==> config.mk <==
export PLATFORM = sky130hd
export DESIGN_NAME = ram_16x256_quad_read
export DESIGN_NICKNAME = d
export VERILOG_FILES = /design/src/rtl/ram_16x256_quad_read.sv
export SDC_FILE = /design/constraint.sdc
export NUM_CORES = 2
export LEC_CHECK = 0
export CORE_MARGIN = 2
export CORE_UTILIZATION = 25
export DETAILED_ROUTE_END_ITERATION = 8
export REMOVE_ABC_BUFFERS = 1
export SYNTH_ARGS = -nofsm -noshare
export SYNTH_HDL_FRONTEND = slang
export SYNTH_SLANG_ARGS = --single-unit
==> constraint.sdc <==
create_clock -name clk -period 4.6 [get_ports clk]
set_clock_uncertainty 0.2 [all_clocks]
set_input_delay 0.92 -clock clk [delete_from_list [all_inputs] [get_ports clk]]
set_output_delay 0.92 -clock clk [all_outputs]
set_load 0.02 [all_outputs]
==> src/rtl/ram_16x256_quad_read.sv <==
// Circular sample buffer for a decimating FIR: one write port, one read port that
// returns the addressed word and the next three (mod depth) with one cycle of latency.
module ram_16x256_quad_read #(
    parameter int DATA_WIDTH = 16,
    parameter int ADDR_WIDTH = 8
) (
    input  logic                  clk,
    input  logic                  reset_n,
    input  logic [DATA_WIDTH-1:0] data,
    input  logic [ADDR_WIDTH-1:0] wraddress,
    input  logic                  wren,
    input  logic [ADDR_WIDTH-1:0] rdaddress,
    output logic [DATA_WIDTH-1:0] q0,
    output logic [DATA_WIDTH-1:0] q1,
    output logic [DATA_WIDTH-1:0] q2,
    output logic [DATA_WIDTH-1:0] q3
);

    localparam int ROW_W = ADDR_WIDTH - 2;
    localparam int ROWS  = 2 ** ROW_W;

    logic [1:0]            rd_off_s  [4];
    logic [ADDR_WIDTH-1:0] rd_addr_s [4];
    logic [ROW_W-1:0]      rd_row_d  [4];
    logic [DATA_WIDTH-1:0] bank_rd_s [4];
    logic [1:0]            align_q;

    // Each bank serves whichever of the four window words falls in it; its row wraps with the address.
    always_comb begin
        for (int b = 0; b < 4; b++) begin
            rd_off_s[b]  = 2'(b) - rdaddress[1:0];
            rd_addr_s[b] = rdaddress + ADDR_WIDTH'(rd_off_s[b]);
            rd_row_d[b]  = rd_addr_s[b][ADDR_WIDTH-1:2];
        end
    end

    for (genvar b = 0; b < 4; b++) begin : g_bank
        logic [DATA_WIDTH-1:0] mem [ROWS];
        logic [DATA_WIDTH-1:0] bank_q;

        // Write port: this bank owns addresses whose low two bits equal its index.
        always_ff @(posedge clk) begin
            if (reset_n && wren && (wraddress[1:0] == 2'(b))) begin
                mem[wraddress[ADDR_WIDTH-1:2]] <= data;
            end
        end

        // Registered read; a same-cycle write lands after this sample, so old data is returned.
        always_ff @(posedge clk) begin
            if (!reset_n) begin
                bank_q <= '0;
            end else begin
                bank_q <= mem[rd_row_d[b]];
            end
        end

        assign bank_rd_s[b] = bank_q;
    end

    // Window alignment travels with the read so the output rotation matches the data.
    always_ff @(posedge clk) begin
        if (!reset_n) begin
            align_q <= 2'd0;
        end else begin
            align_q <= rdaddress[1:0];
        end
    end

    // Rotate banks so q0 always comes from the bank holding the base address.
    always_comb begin
        q0 = bank_rd_s[align_q];
        q1 = bank_rd_s[align_q + 2'd1];
        q2 = bank_rd_s[align_q + 2'd2];
        q3 = bank_rd_s[align_q + 2'd3];
    end

endmodule

==> impl_metrics.json <==
{
  "outcome": "finished with violations",
  "violations": "design-rule violations, max-capacitance violations, max-slew violations",
  "initial_core_util_pct": 25.0,
  "fmaxAchievable_ghz": 0.223,
  "clkSinkCount": 4162,
  "fin_total_pwr_mw": 82.0,
  "rsz0062_at_grt": "no",
  "start_kind": "flop",
  "totalWireLength_um": 519000,
  "fp.coreArea_mm2": 0.670,
  "synthTopCellsByCount": "edfxtp_1 (4096), mux4_2 (849), nand2_1 (775)",
  "leakage_nw": 62.3,
  "routedWlPerCell_um": 26.9,
  "synth_seq_cells": 4162,
  "ys_warn_count": 0,
  "clk_latency_ns": 1.05,
  "clk_path_buf_depth": 4,
  "grt_pass1_vias": 93200,
  "p_sw_mw": 19.1,
  "hold_depth": 1,
  "p_sw_share_pct": 23.3,
  "powerDensity_mw_per_mm2": 410,
  "ir_worst_vdd_v": 0.000402,
  "drive_gt1_share_pct": 25.8,
  "cp.arrival_ns": 3.37,
  "synthCells": 9223,
  "end_kind": "output port",
  "tightest_slew_ns": 1.51,
  "hold_viol": 0,
  "reg2reg_from": "g_bank[0].mem[42][13]",
  "grt-ovfl-total": 0,
  "reg2reg_to": "g_bank[0].bank_q[13]",
  "ctsHtreeMaxLevel": 5,
  "maxCapViolations": 1,
  "nets": 10000,
  "period_needed_ns": 4.49,
  "cp_max_fo": 29,
  "via_count": 96400,
  "synth_seq_area_share_pct": 74.0,
  "synthMuxAreaShare_pct": 13.4,
  "vias_per_cell": 5.00,
  "yosysTopAreaCell": "edfxtp_1",
  "synth-edff-count": 4096,
  "crit_required_ns": 3.48,
  "ant_nets": 0,
  "tritoncts": "yes",
  "synth_ff_type": "edfxtp_1",
  "ys_top_cells_by_area": "edfxtp_1 (73%), mux4_2 (11%), mux2i_1 (1.9%), nand2_1 (1.7%), a22oi_1 (0.96%)",
  "antenna_found_initial": 28,
  "die_x_um": 824,
  "synthArstFlopShare_pct": 0,
  "routabilityCongestion": 0.867,
  "crit_type": "reg2out",
  "p_int_mw": 62.9,
  "period_share_pct": 97.6,
  "drt-initial-drc-count": 13600,
  "min_from": "data[5]",
  "hpwlAfterDp_um": 322000,
  "holdWs_ns": 0.177,
  "reg2reg_slack_ns": 1.25,
  "hold_class": "in2reg",
  "holdBufCountCts": 0,
  "synth_cell_type_count": 78,
  "route.detailed.drc": 4,
  "grtUsageTotal_pct": 14.6,
  "numCtsBuffers": 419,
  "dieHeight_um": 824,
  "rows": 301,
  "cts_root_buf": "clkbuf_16",
  "dieArea_mm2": 0.678,
  "synth_top_family_by_area": "multiplexers",
  "pwr-share-clk_pct": 40.3,
  "yosysMostFrequentCell": "edfxtp_1",
  "grt_max_degree": 134,
  "ios": 99,
  "synth_compound_area_share_pct": 5.59,
  "syn_area_per_cell_um2": 18.2,
  "max_slew_margin_pct": -1.17,
  "synthToLayoutAreaGrowth_pct": 19.0,
  "grt_pass1_wl_um": 725000,
  "power_frac_comb_pct": 8.3,
  "min_to": "g_bank[1].mem[12][5]",
  "first_pass_iters": 9,
  "power_frac_seq_pct": 51.3,
  "synth_xor_area_share_pct": 0.119,
  "numPortBuffers": 98,
  "nFillCells": 65300,
  "syn_area_mm2": 0.168,
  "setup_viol": 0,
  "netlist.area_leader.share_pct": 73.3,
  "synth_fa_ha_area_share_pct": 0.00745,
  "r2r.worst_path.cells": 7,
  "cts.clk_slew.worst_paths_ns": 0.06,
  "synthSimpleGateAreaFrac_pct": 4.96,
  "timing.final.max_slew_violations": 2
}
[critical path, stage by stage, from the launching register on]
cell and delay [ns]:
dfxtp_4 0.83, mux4_2 0.84, clkdlybuf4s50_1 0.64
[placed cells by master (no fill, tap or decap), types with 85 or more instances in the layout]
| master | Yosys | layout |
|---|---|---|
| edfxtp_1 | 4096 | 4096 |
| mux4_2 | 849 | 849 |
| nand2_1 | 775 | 773 |
| buf_4 | 62 | 742 |
| clkbuf_16 | 0 | 429 |
| mux2i_1 | 323 | 323 |
| nor2_2 | 1 | 240 |
| a22oi_1 | 214 | 214 |
| nor3_1 | 189 | 187 |
| o21ai_0 | 186 | 186 |
| buf_12 | 0 | 157 |
| nor2_1 | 400 | 156 |
| nand3_1 | 152 | 152 |
| a31oi_1 | 148 | 148 |
| a21oi_1 | 114 | 113 |
| clkbuf_1 | 318 | 106 |
| o22ai_1 | 99 | 99 |
| o311ai_0 | 98 | 98 |
| or3_1 | 96 | 95 |
| clkinv_1 | 2 | 94 |
| and3_1 | 86 | 86 |
| clkinv_2 | 0 | 85 |
[final cells by class]
class                           instances  area, um^2  area share (%)
Sequential cell                      4162      124000            62.2
Multi-Input combinational cell       4381       41400            20.7
Clock buffer                          546       11300            5.65
Tap cell                             8938       11200            5.59
Timing Repair Buffer                  995        9750            4.88
Clock inverter                        236        1860           0.931
Antenna cell                           27        67.6          0.0338
Inverter                                6        27.5          0.0138
[power groups by stage]
stage                     Sequential [mW]  Combinational [mW]  Clock (mW)
after CTS                            42.1                6.83        33.5
after global routing                 42.1                7.17        34.9
final                                42.1                6.84        33.1
after detailed placement             42.9                6.80           0
after global placement               42.9                6.76           0
after floorplan                      42.6                3.60           0
[through the flow]
step           instances  setup TNS [ns]  instance area [um^2]  setup WS [ns]  util, %
2_1_floorplan       8549         -498.58                165000         -11.91        -
4_1_cts            19300               0                200000         0.0272     29.8
6_report           19300               0                200000          0.111     29.8
3_3_place_gp       18500           -1.41                187000         -0.641     27.8
3_5_place_dp       18500           -1.25                187000         -0.649     27.8
5_1_grt            19300               0                200000         0.0372     29.8
[cell families (layout without fill, tap and decap cells)]
| kind of cell | after synthesis | after routing |
|---|---|---|
| flops | 4162 | 4162 |
| simple gates | 1856 | 1856 |
| compound gates | 1317 | 1317 |
| mux | 1188 | 1188 |
| buf+inv | 680 | 1783 |
| xor+xnor | 19 | 19 |
| fa+ha+maj | 1 | 1 |
| other cells | 0 | 27 |
[registers in the layout, summed over array words and instances (netlist names)]
name	flops
g_bank.mem	4096
align_q	2
g_bank.bank_q	64
[worst max-delay path by stage]
| stage | start | to | slack [ns] | cells past startpoint |
|---|---|---|---|---|
| 3_3_place_gp | rdaddress[1] | g_bank[0].bank_q[13] | -0.64 | 10 |
| 3_5_place_dp | rdaddress[1] | g_bank[0].bank_q[13] | -0.65 | 10 |
| 2_1_floorplan | rdaddress[2] | g_bank[0].bank_q[14] | -11.91 | 7 |
| 4_1_cts | g_bank[3].bank_q[7] | q1[7] | 0.03 | 2 |
| 5_1_grt | align_q[1] | q0[8] | 0.04 | 3 |
| 6_report | align_q[1] | q1[10] | 0.11 | 2 |
[per-layer routing]
metal	track usage, %	wire [um]
met1	20.2	210000
met2	23.1	240000
met3	2.77	50300
met4	4.95	18400
met5	0	92
[what timing repair did]
| item | in CTS | in global routing |
|---|---|---|
| setup endpoints to repair | 0 | 3 |
| resized for setup | 0 | 1 |
| buffers inserted | 0 | 0 |
No activity file was read; power rests on OpenSTA's default activity.
